$ cat src/rtl/i2c_master_ctrl.sv
// rtl/i2c_master_ctrl.sv - I2C master control: SCL divider, transaction FSM, host handshake
// State codes are consumed directly by the downstream SDA datapath.
module i2c_master_ctrl #(
  parameter int CLK_DIV  = 4,
  parameter int ADDR_BIT = 7
) (
  input  logic       clk,
  input  logic       reset,
  input  logic       start,
  input  logic       rd_wr_in,
  input  logic       more,
  input  logic       sda_in,
  output logic       scl_clk,
  output logic [2:0] state,
  output logic       rd_wr_en,
  output logic       busy,
  output logic       byte_done,
  output logic       ack_err,
  output logic       done
);

  localparam int CW = $clog2(CLK_DIV);
  localparam int BW = ($clog2(ADDR_BIT + 1) > 3) ? $clog2(ADDR_BIT + 1) : 3;

  typedef enum logic [2:0] {
    IDLE      = 3'd0,
    START     = 3'd1,
    ADDR      = 3'd2,
    ACK_ADDR  = 3'd3,
    WR_RD     = 3'd4,
    ACK_WR_RD = 3'd5,
    STOP      = 3'd6
  } state_t;

  state_t        state_q, state_d;
  logic [CW-1:0] cnt;
  logic [BW-1:0] bit_cnt, bit_cnt_d;
  logic          tick;
  logic          req;
  logic          take_req, set_err, byte_done_d, done_d;

  // One clk after each SCL rise, so state holds across the next fall and rise.
  assign tick  = scl_clk && (cnt == '0);
  assign state = state_q;

  always_ff @(posedge clk or posedge reset) begin
    if (reset) begin
      cnt     <= '0;
      scl_clk <= 1'b1;
    end else if (cnt == CW'(CLK_DIV - 1)) begin
      cnt     <= '0;
      scl_clk <= ~scl_clk;
    end else begin
      cnt <= cnt + CW'(1);
    end
  end

  always_ff @(posedge clk or posedge reset) begin
    if (reset) begin
      state_q <= IDLE;
      bit_cnt <= '0;
    end else begin
      state_q <= state_d;
      bit_cnt <= bit_cnt_d;
    end
  end

  always_ff @(posedge clk or posedge reset) begin
    if (reset) begin
      req       <= 1'b0;
      busy      <= 1'b0;
      rd_wr_en  <= 1'b0;
      ack_err   <= 1'b0;
      byte_done <= 1'b0;
      done      <= 1'b0;
    end else begin
      byte_done <= byte_done_d;
      done      <= done_d;
      if (start && !busy) begin
        req      <= 1'b1;
        busy     <= 1'b1;
        rd_wr_en <= rd_wr_in;
        ack_err  <= 1'b0;
      end else begin
        if (take_req) req     <= 1'b0;
        if (set_err)  ack_err <= 1'b1;
        if (done_d)   busy    <= 1'b0;
      end
    end
  end

  always_comb begin
    state_d     = state_q;
    bit_cnt_d   = bit_cnt;
    take_req    = 1'b0;
    set_err     = 1'b0;
    byte_done_d = 1'b0;
    done_d      = 1'b0;
    if (tick) begin
      case (state_q)
        IDLE: begin
          if (req) begin
            state_d  = START;
            take_req = 1'b1;
          end
        end
        START: begin
          state_d   = ADDR;
          bit_cnt_d = BW'(ADDR_BIT);
        end
        ADDR: begin
          if (bit_cnt != '0) bit_cnt_d = bit_cnt - BW'(1);
          else               state_d   = ACK_ADDR;
        end
        ACK_ADDR: begin
          if (sda_in) begin
            set_err = 1'b1;
            state_d = STOP;
          end else begin
            state_d   = WR_RD;
            bit_cnt_d = BW'(7);
          end
        end
        WR_RD: begin
          if (bit_cnt != '0) begin
            bit_cnt_d = bit_cnt - BW'(1);
          end else begin
            state_d     = ACK_WR_RD;
            byte_done_d = 1'b1;
          end
        end
        ACK_WR_RD: begin
          // On reads the master drives the ACK, so SDA is not checked.
          if (!rd_wr_en && sda_in) begin
            set_err = 1'b1;
            state_d = STOP;
          end else if (more) begin
            state_d   = WR_RD;
            bit_cnt_d = BW'(7);
          end else begin
            state_d = STOP;
          end
        end
        STOP: begin
          state_d = IDLE;
          done_d  = 1'b1;
        end
        default: state_d = IDLE;
      endcase
    end
  end

endmodule
$ cat config.mk
export PLATFORM = sky130hd
export DESIGN_NAME = i2c_master_ctrl
export DESIGN_NICKNAME = d
export VERILOG_FILES = /design/src/rtl/i2c_master_ctrl.sv
export SDC_FILE = /design/constraint.sdc
export NUM_CORES = 1
export LEC_CHECK = 0
export CORE_MARGIN = 3
export CORE_UTILIZATION = 50
export DETAILED_ROUTE_END_ITERATION = 10
export PLACE_DENSITY = 0.84
export SLEW_MARGIN = 0
export SYNTH_ARGS = -nofsm -noshare
export SYNTH_HDL_FRONTEND = slang
export SYNTH_SLANG_ARGS = --single-unit
$ cat constraint.sdc
create_clock -name clk -period 2.37 [get_ports clk]
set_input_delay 0.474 -clock clk [delete_from_list [all_inputs] [get_ports clk]]
set_output_delay 0.474 -clock clk [all_outputs]
set_load 0.1 [all_outputs]
# After elaboration in Yosys (flattened, before gate mapping)
# Index checks and enable logic that the tools add are counted.
# word_totals
register_bits	15
inputBits	6
out_inout_bits	9
# classes
addsub	2
eq_ne	14
muxes	31
bitwise	1
reduce_logical	15
# ops
cell	n
3-bit 2-to-1 mux	7
3-bit case mux with 6 select lines	1
1-bit 2-to-1 mux	17
2-bit != test, second input constant	6
3-bit case mux with 4 select lines	1
3-bit == test, second input constant	3
2-bit 2-to-1 mux	4
3-bit by 2-bit == test with 1-bit output, second input constant	2
6-bit AND reduction	1
2-bit nonzero test	3
4-bit AND reduction	1
4-bit nonzero test	1
3-bit by 1-bit == test with 1-bit output, second input constant	1
1-bit logical AND	3
3-bit zero test	1
3-bit nonzero test	1
3-bit by 1-bit subtractor with 3-bit output, second input constant	1
2-bit by 1-bit adder with 2-bit output, second input constant	1
2-bit == test, second input constant	1
1-bit zero test	2
2-bit zero test	1
2-bit by 1-bit != test with 1-bit output, second input constant	1
1-bit case mux with 2 select lines	1
2-bit OR reduction	1
1-bit NOT	1

# Longest topological paths before layout
# Gate-level depths: netlist of run 1.
# logic_depth
word_depth	7
depth_mapped	6

# Worst setup path before layout of run 1
# Ideal clock, no wire load.
# synth_path
path_kind	reg-to-reg
from	register state_q[0], in the netlist state[0]
to	register bit_cnt[2]
setup_ps	132
t_arrival_ps	1798
required_time_ps	2238
setup_slack_ps	440
path_stages_with_launch	6
path_buffers	1
cell_sequence	dfrtp_1 buf_6 nor3_1 a211o_1 o31ai_1 o31ai_1
# synth_between
elab_chain_cells	4
word_cells_on_any_way	13
cone_classes	9 x eq/ne; 1 x mux; 3 x reduce/logical
# synth_lines
item	line	rtl
start: declaration	35	state_t state_q, state_d;
start signal: assignment	63	state_q <= state_d;
3-bit == test / 3-bit by 2-bit == test with 1-bit output (equally long branches)	100	case (state_q)
2-bit OR reduction (no line)	-	
2-bit by 1-bit != test with 1-bit output (no line) / 4-bit nonzero test (equally long branches)	-	
6-bit AND reduction (no line)	-	
end signal: assignment	64	bit_cnt <= bit_cnt_d;
end: declaration	37	logic [BW-1:0] bit_cnt, bit_cnt_d;
# Parallel ways exist; a longest one is shown, timed or not.
# A chain may end at the register's enable or synchronous reset.

# Worst setup path after layout of run 1
# layout_path
from	register state_q[2], in the netlist state[2]
to	output port state[2]
# layout_lines
item	line	rtl
end: declaration	14	output logic [2:0] state,
# No word-level cell between the ends.

==> impl_metrics.ini, run 1 <==
[clocking]
clk_pin_slew_ns = 0.09
clk_latency_ns = 0.28
root_buffer = clkbuf_4
cts_hold_buf = 0
cts_tree = done
cts_buffer_depth = 2
clock-sinks = 15
cts_made_buffers = 3
cts_setup_buffers = 0
ctsResizeCount = 0
htreeDepth = 1

[global_route]
grt_max_degree = 16
antenna_found_initial = 0
grt_pass1_wl_um = 2590
track_usage_pct = 18.0
overflow = 0
grt_pass1_vias = 582

[worst_setup_path]
rrSetupSlack_ns = 0.74
cp_max_fo = 14
endpoint = state[2]
path_class = reg -> out
critPathMaxStageDelay_ns = 0.61
start_kind = flop
r2r-end = bit_cnt[2]
cpMaxStageDelayCell = dfrtp_1
cp.arrival_ns = 1.26
path_buf_inv = 1
critical-path-top-delay-family = flip-flops
path_cells = buf_4
reg2regPathDepth = 6
crit_path_start = state[2]
cp.depth = 1
r2r_start = cnt[0]
cp.required_ns = 1.90
cp-end-kind = output port

[place]
io_buffers = 14
gp_congestion = 0.755
dp_hpwl_um = 1090
placed_cell_area_sq_um = 895
pre_cts_slack_ns = 0.650

[drt]
firstDrtPassIters = 4
routedWlPerCell_um = 13.5
wirelength_um = 1510
dr.first_iter.drc_count = 20
drt-vias-per-instance = 5.52
drcViolationCount = 0
ant_nets = 0
vias = 618

[timing]
finalCriticalPeriod_ns = 1.74
slew_headroom_pct = 63.0
layout_setup_ws_ns = 0.634
rsz0062_at_grt = false
finalHoldViolations = 0
finalSetupViolations = 0
finalCritPeriodShare_pct = 73.2
finClkSkew_ns = 0.00280
fmax_mhz = 576
fin_setup_tns_ns = 0
worst_slew_pin_slew_ns = 0.554
drv_slew = 0

[yosys]
synth.area.top_cells = dfrtp_1, ha_1, o21ai_0, inv_1, nand2_1
yosys_register_bits = 15
ys_types = 29
synth_nets = 92
synth_area_leader_cell = dfrtp_1
avgSynthCellArea_sq_um = 9.61
synth_seq_area_share_pct = 47.8
syn_area_sq_um = 788
synth_cells = 82
ys.warnings.count = 0
yosysTopAreaCellShare_pct = 44.4

[die]
die_h_um = 45.7
dieArea_sq_um = 2090
core-area_sq_um = 1380
io_pins = 15
rows = 13
initial_core_util_pct = 57.0
die_x_um = 45.7

[job]
max-cap-violations = 0

[final_layout]
area_delta_synth_final_pct = 16.8
drive_above_1_share_pct = 16.5
diodes = 0
num-fill-cells = 116
stdcell_area_sq_um = 921
final_nets = 108

[power]
p_leak_nw = 0.459
power_density_nw_per_um2 = 466
irDropWorstVdd_uv = 345
power_uw = 429

[outcome]
status = finished, final reports clean

[worst_hold_path]
hp-class = reg -> reg
-- placed cells by master (no fill, tap or decap), drive strengths merged --
master	instances
nand3b	1
nor2	5
dfrtp	14
a31oi	2
nor4	1
a22oi	1
nor2b	1
nor3b	1
nor3	1
inv	9
clkbuf	4
dfstp	1
nand4	1
clkdlybuf4s50	5
nand3	3
ha	4
o21ai	10
a211o	2
nand2b	4
o41ai	1
o311a	1
a21oi	1
nand2	9
xor2	2
buf	9
o31ai	2
or2b	1
and3	1
-- Yosys cell counts, drive strengths merged --
| cell | n |
|---|---|
| xor2 | 2 |
| dfrtp | 14 |
| nand3b | 1 |
| o41ai | 1 |
| nor3 | 1 |
| and3 | 1 |
| nand2b | 4 |
| nand2 | 9 |
| nor2 | 5 |
| a31oi | 2 |
| nand4 | 1 |
| nor3b | 1 |
| nor2b | 1 |
| or2b | 1 |
| a22oi | 1 |
| a21oi | 1 |
| o21ai | 10 |
| nor4 | 1 |
| buf | 3 |
| ha | 4 |
| o311a | 1 |
| inv | 9 |
| a211o | 2 |
| nand3 | 3 |
| o31ai | 2 |
| dfstp | 1 |
-- worst min path at each step --
stage,from,end,slack [ns],cells after the start
after floorplan,reset,ack_err,0.37,1
after global placement,cnt[0],cnt[0],0.44,1
after detailed placement,cnt[0],cnt[0],0.45,1
after CTS,cnt[0],cnt[0],0.47,1
after global routing,cnt[0],cnt[0],0.49,1
final,cnt[0],cnt[0],0.47,1
-- cell type report --
type                            instances  area, sq um  share of cell area [%]
Sequential cell                        15          377                    40.9
Multi-Input combinational cell         55          348                    37.8
Timing Repair Buffer                   14          118                    12.8
Inverter                                9         33.8                    3.67
Clock buffer                            4         26.3                    2.85
Tap cell                               15         18.8                    2.04
-- state kept, by name, summed over array words and instances (netlist names) --
signal / count
ack_err: 1
bit_cnt: 3
busy: 1
byte_done: 1
cnt: 2
done: 1
rd_wr_en: 1
req: 1
scl_clk: 1
state: 3
-- report_power, final --
group | leakage [nW] | total, mW | switching [mW] | internal [mW]
Clock | 0.0150 | 0.147 | 0.0818 | 0.0652
Combinational | 0.264 | 0.0248 | 0.0149 | 0.00996
Sequential | 0.180 | 0.258 | 0.000936 | 0.257
-- cell families (layout without fill, tap and decap cells) --
logic type | after synthesis | in the layout | synth area share, %
compound gates | 20 | 20 | 16.7
xor+xnor | 2 | 2 | 2.22
fa+ha+maj | 4 | 4 | 6.35
buf+inv | 12 | 27 | 8.10
flops | 15 | 15 | 47.8
simple gates | 29 | 29 | 18.9
-- routing by layer --
layer  global-route usage [%]  part of all wire, %  vias up
met4                     6.82                 0.66        0
li1                         -                    -      312
met5                        0                    0        -
met3                     5.93                  4.8        2
met2                     29.8                   54       16
met1                     21.4                   41      288
-- stage by stage --
stage	util (%)	std cells	hold slack [ns]
global route	66.6	112	0.494
detailed placement	64.7	108	0.453
floorplan	-	82	0.375
global placement	64.7	108	0.443
finish	66.6	112	0.467
CTS	66.6	112	0.466
Power figures use the tool's default switching activity.
==> inputs of run 2 (changes only) <==
--- a/config.mk
+++ b/config.mk
@@ -6,9 +6,9 @@
 export NUM_CORES = 1
 export LEC_CHECK = 0
 export CORE_MARGIN = 3
-export CORE_UTILIZATION = 50
+export CORE_UTILIZATION = 49
 export DETAILED_ROUTE_END_ITERATION = 10
-export PLACE_DENSITY = 0.84
+export PLACE_DENSITY = 0.83
 export SLEW_MARGIN = 0
 export SYNTH_ARGS = -nofsm -noshare
 export SYNTH_HDL_FRONTEND = slang
==> constraint.sdc (replaced) <==
create_clock -name clk -period 1.8 [get_ports clk]
set_input_delay 0.36 -clock clk [delete_from_list [all_inputs] [get_ports clk]]
set_output_delay 0.36 -clock clk [all_outputs]
set_load 0.1 [all_outputs]
==> run 2 against run 1 <==
Net effect: clock power is 41% higher; sequential power is 32% higher; setup slack worse by 0.55 ns; flip-flop and latch count stayed put; via count is 6.1% higher; largest cell class unchanged; clock-buffer cell count stayed put; critical endpoint is now bit_cnt[1]; routed wire length is 22% higher; final area is 14% higher; first-iteration DRC count is 10% higher.
==> impl_metrics.ini, run 2 (synthesis gave the netlist of run 1 again) <==
[outcome]
status = finished, final reports clean

[worst_setup_path]
cpMaxStageDelayCell = dfrtp_1
cp_max_fo = 5
path_cells = inv_1 > ha_1 > nand2_2 > a211o_4 > a211o_1 > a22oi_2
critPathMaxStageDelay_ns = 0.42
cp.arrival_ns = 1.93
r2r-end = bit_cnt[1]
rrSetupSlack_ns = 0.09
cp-end-kind = flop
path_class = reg -> reg
r2r_start = cnt[0]
cp.required_ns = 2.02
reg2regPathDepth = 6
start_kind = flop

[place]
gp_congestion = 0.748
placed_cell_area_sq_um = 1010
placed_cells = 108
io_buffers = 14
dp_hpwl_um = 1280

[timing]
whs_ns = 0.410
slew_headroom_pct = 62.1
finalCritPeriodShare_pct = 95.1
fmax_mhz = 584
fin_setup_tns_ns = 0
finClkSkew_ns = 0.00546
finalCriticalPeriod_ns = 1.71
finalSetupViolations = 0
finalHoldViolations = 0
rsz0062_at_grt = false
drv_slew = 0
worst_slew_pin_slew_ns = 0.568

[drt]
routedWlPerCell_um = 16.4
ant_nets = 0
dr.first_iter.drc_count = 22
firstDrtPassIters = 4
drt-vias-per-instance = 5.86
vias = 656
drcViolationCount = 0
wirelength_um = 1840

[power]
p_leak_nw = 0.491
irDropWorstVdd_uv = 368
power_density_nw_per_um2 = 555

[global_route]
grt_pass1_wl_um = 2880
overflow = 0
antenna_found_initial = 0
grt_pass1_vias = 622
track_usage_pct = 20.3
grt_max_degree = 16

[final_layout]
final_util_pct = 75.1
stdcell_area_sq_um = 1050
num-fill-cells = 91
diodes = 0
fin_cells = 112
final_nets = 108
final_cell_mix = dfrtp_1, inv_1, o21ai_0, buf_12, nand2_1
drive_above_1_share_pct = 21.6
mostFrequentLayoutCell = dfrtp_1
area_delta_synth_final_pct = 33.3

[die]
die_x_um = 46.1
dieArea_sq_um = 2130
rows = 13
initial_core_util_pct = 56.4
io_pins = 15
core-area_sq_um = 1400
die_h_um = 46.1

[job]
max-cap-violations = 0

[clocking]
clk_pin_slew_ns = 0.09
htreeDepth = 1
clock-sinks = 15
cts_buffer_depth = 2
cts_made_buffers = 3
cts_tree = done
clk_latency_ns = 0.30
root_buffer = clkbuf_4
cts_hold_buf = 0

[worst_hold_path]
hp-class = in -> async
[run 2: cell types whose count changed in the layout (fill, tap and decap cells not counted)]
| cell | change |
|---|---|
| a211o_1 | -1 |
| o31ai_2 | +1 |
| dfrtp_2 | +3 |
| buf_12 | +9 |
| o31ai_1 | -1 |
| a211o_4 | +1 |
| buf_4 | -9 |
| dfrtp_1 | -3 |
[run 2: worst max-delay path by stage]
stage / slack (ns) / depth (start not counted) / end / from
finish: 0.09 / 6 / bit_cnt[1] / cnt[0]
CTS: 0.08 / 6 / bit_cnt[2] / cnt[0]
global route: 0.005 / 6 / bit_cnt[1] / cnt[0]
floorplan: 0.02 / 4 / bit_cnt[2] / scl_clk
global placement: 0.24 / 5 / bit_cnt[0] / sda_in
detailed placement: 0.10 / 6 / bit_cnt[2] / cnt[0]
[run 2: metal layers]
layer | vias to the layer above | GRT usage [%] | share of wire [%]
met5 | - | 0 | 0
met4 | 0 | 16.5 | 5.4
met3 | 13 | 5.08 | 7.5
met2 | 38 | 28.3 | 46
met1 | 294 | 26.3 | 41
li1 | 311 | - | -
[run 2: final cells by class]
type / instances / area [sq um] / area share (%)
multi-input combinational: 55 / 362 / 34.4
tap: 15 / 18.8 / 1.79
inverter: 9 / 33.8 / 3.21
sequential: 15 / 380 / 36.2
timing repair buffer: 14 / 230 / 21.9
clock buffer: 4 / 26.3 / 2.50
[run 2: timing repair]
item,4_1_cts,5_1_grt
setup endpoints to repair,0,2
resized for setup,0,2
setup buffers,0,0
[run 2: critical path, delay by kind of cell, from the launching register on]
family	cells	cell delay (ns)
AO/OA/AOI/OAI	3	0.81
flip-flops	1	0.42
adder cells (fa/ha/maj)	1	0.23
AND/OR/NAND/NOR	1	0.11
buffers and inverters	1	0.07
[run 2: through the flow]
step	worst slack (ns)	power, mW
2_1_floorplan	0.0180	0.363
3_3_place_gp	0.240	0.382
3_5_place_dp	0.101	0.383
4_1_cts	0.0760	0.576
5_1_grt	0.00549	0.596
6_report	0.0883	0.583
[run 2: where the power goes]
part	leakage, nW	internal (mW)	switching (mW)	total [mW]
Clock	0.0150	0.0867	0.121	0.207
Sequential	0.176	0.338	0.00179	0.340
Combinational	0.300	0.0160	0.0196	0.0357
Total	0.491	0.441	0.142	0.583
==> inputs of run 3 (changes only) <==
--- a/config.mk
+++ b/config.mk
@@ -7,8 +7,10 @@
 export LEC_CHECK = 0
 export CORE_MARGIN = 3
 export CORE_UTILIZATION = 49
+export CTS_CLUSTER_DIAMETER = 80
 export DETAILED_ROUTE_END_ITERATION = 10
 export PLACE_DENSITY = 0.83
+export REMOVE_ABC_BUFFERS = 1
 export SLEW_MARGIN = 0
 export SYNTH_ARGS = -nofsm -noshare
 export SYNTH_HDL_FRONTEND = slang
==> run 3 against run 2 <==
Net effect: global-route usage shrank 2.4 points; sequential power is essentially flat; flip-flop and latch count is the same; clock skew shrank 0.0021 ns; cell count is the same; sequential share of layout area grew 0.25 points; non-clock buffer count is the same; maximum frequency grew 6.9%; clock power shrank 9%; routed wire length shrank 18%; first-iteration DRC count shrank 45%; core utilization shrank 1.3 points.
==> impl_metrics.ini, run 3 (synthesis gave the netlist of run 1 again) <==
[clocking]
cts_hold_buf = 0
cts_tree = done
htreeDepth = 1
cts_buffer_depth = 2
cts_made_buffers = 3
ctsResizeCount = 0
cts_setup_buffers = 0
clk_pin_slew_ns = 0.09
clk_latency_ns = 0.28
root_buffer = clkbuf_4
clock-sinks = 15

[global_route]
grt_pass1_vias = 599
antenna_found_initial = 0
overflow = 0
grt_pass1_wl_um = 2660
grt_max_degree = 16
track_usage_pct = 17.9

[drt]
ant_nets = 0
drt-vias-per-instance = 5.66
dr.first_iter.drc_count = 12
firstDrtPassIters = 4
wirelength_um = 1510
drcViolationCount = 0
vias = 634
routedWlPerCell_um = 13.5

[place]
io_buffers = 14
gp_congestion = 0.851
placed_cell_area_sq_um = 1010
dp_hpwl_um = 1190
placed_cells = 108

[worst_setup_path]
path_cells = inv_1 > ha_1 > nand2_2 > a211o_1 > o31ai_1 > o31ai_1
path_class = reg -> reg
cp.arrival_ns = 1.76
critical-path-top-delay-family = compound AO/OA/AOI/OAI gates
cpMaxStageDelayCell = dfrtp_1
start_kind = flop
cp_max_fo = 5
cp.required_ns = 1.96
critPathMaxStageDelay_ns = 0.41
path_buf_inv = 1
cp-end-kind = flop
cp_common_cell = o31ai_1

[power]
irDropWorstVdd_uv = 463
power_uw = 564
p_leak_nw = 0.492
power_density_nw_per_um2 = 546

[die]
dieArea_sq_um = 2130
die_x_um = 46.1
core-area_sq_um = 1400
die_h_um = 46.1
initial_core_util_pct = 56.4
rows = 13
io_pins = 15

[final_layout]
final_util_pct = 73.9
multiInputGateArea_sq_um = 348
stdcell_area_sq_um = 1030
num-fill-cells = 102
final_nets = 108
fin_cells = 112
diodes = 0
ff_latch_area_sq_um = 377
area_delta_synth_final_pct = 31.1
drive_above_1_share_pct = 16.5
mostFrequentLayoutCell = dfrtp_1
final_cell_mix = dfrtp_1, inv_1, o21ai_0, buf_12, nand2_1

[timing]
worst_slew_pin_slew_ns = 0.539
drv_slew = 0
fmax_mhz = 624
finalCriticalPeriod_ns = 1.60
finalCritPeriodShare_pct = 89.0
slew_headroom_pct = 64.0
finClkSkew_ns = 0.00336
finalSetupViolations = 0
rsz0062_at_grt = false
finalHoldViolations = 0

[worst_hold_path]
hp-class = in -> async

[job]
max-cap-violations = 0

[outcome]
status = finished, final reports clean
run 3: power breakdown:
group,switching [mW],internal (mW)
Clock,0.103,0.0860
Combinational,0.0192,0.0160
Sequential,0.00208,0.338
run 3: final timing paths:
| path | startpoint | endpoint | slack, ns | depth (start not counted) |
|---|---|---|---|---|
| hold reg to reg | cnt[0] | cnt[0] | 0.48 | 1 |
| max in group asynchronous | reset | scl_clk | 1.02 | 2 |
| hold / removal | reset | ack_err | 0.41 | 2 |
| min in group clk | cnt[0] | cnt[0] | 0.48 | 1 |
| setup / recovery | cnt[0] | bit_cnt[2] | 0.20 | 6 |
| setup reg to reg | cnt[0] | bit_cnt[2] | 0.20 | 6 |
run 3: layout make-up:
type	instances	share of cell area, %
Sequential cell	15	36.4
Multi-Input combinational cell	55	33.7
Timing Repair Buffer	14	22.3
Inverter	9	3.27
Clock buffer	4	2.54
Tap cell	15	1.82
run 3: metal layers:
| metal | part of all wire, % | GRT usage [%] | up-vias | routed length [um] |
|---|---|---|---|---|
| li1 | - | - | 311 | - |
| met1 | 44 | 20.8 | 306 | 659 |
| met2 | 51 | 30.5 | 15 | 769 |
| met3 | 4.3 | 4.69 | 2 | 65 |
| met4 | 1.1 | 7.95 | 0 | 16 |
| met5 | 0 | 0 | - | 0 |
run 3: stage by stage:
| stage | hold WS (ns) | setup slack (ns) | setup TNS (ns) |
|---|---|---|---|
| finish | 0.412 | 0.199 | 0 |
| floorplan | 0.261 | -0.115 | -0.349 |
| detailed placement | 0.482 | 0.170 | 0 |
| global placement | 0.442 | 0.242 | 0 |
| CTS | 0.436 | 0.206 | 0 |
| global route | 0.452 | 0.0938 | 0 |
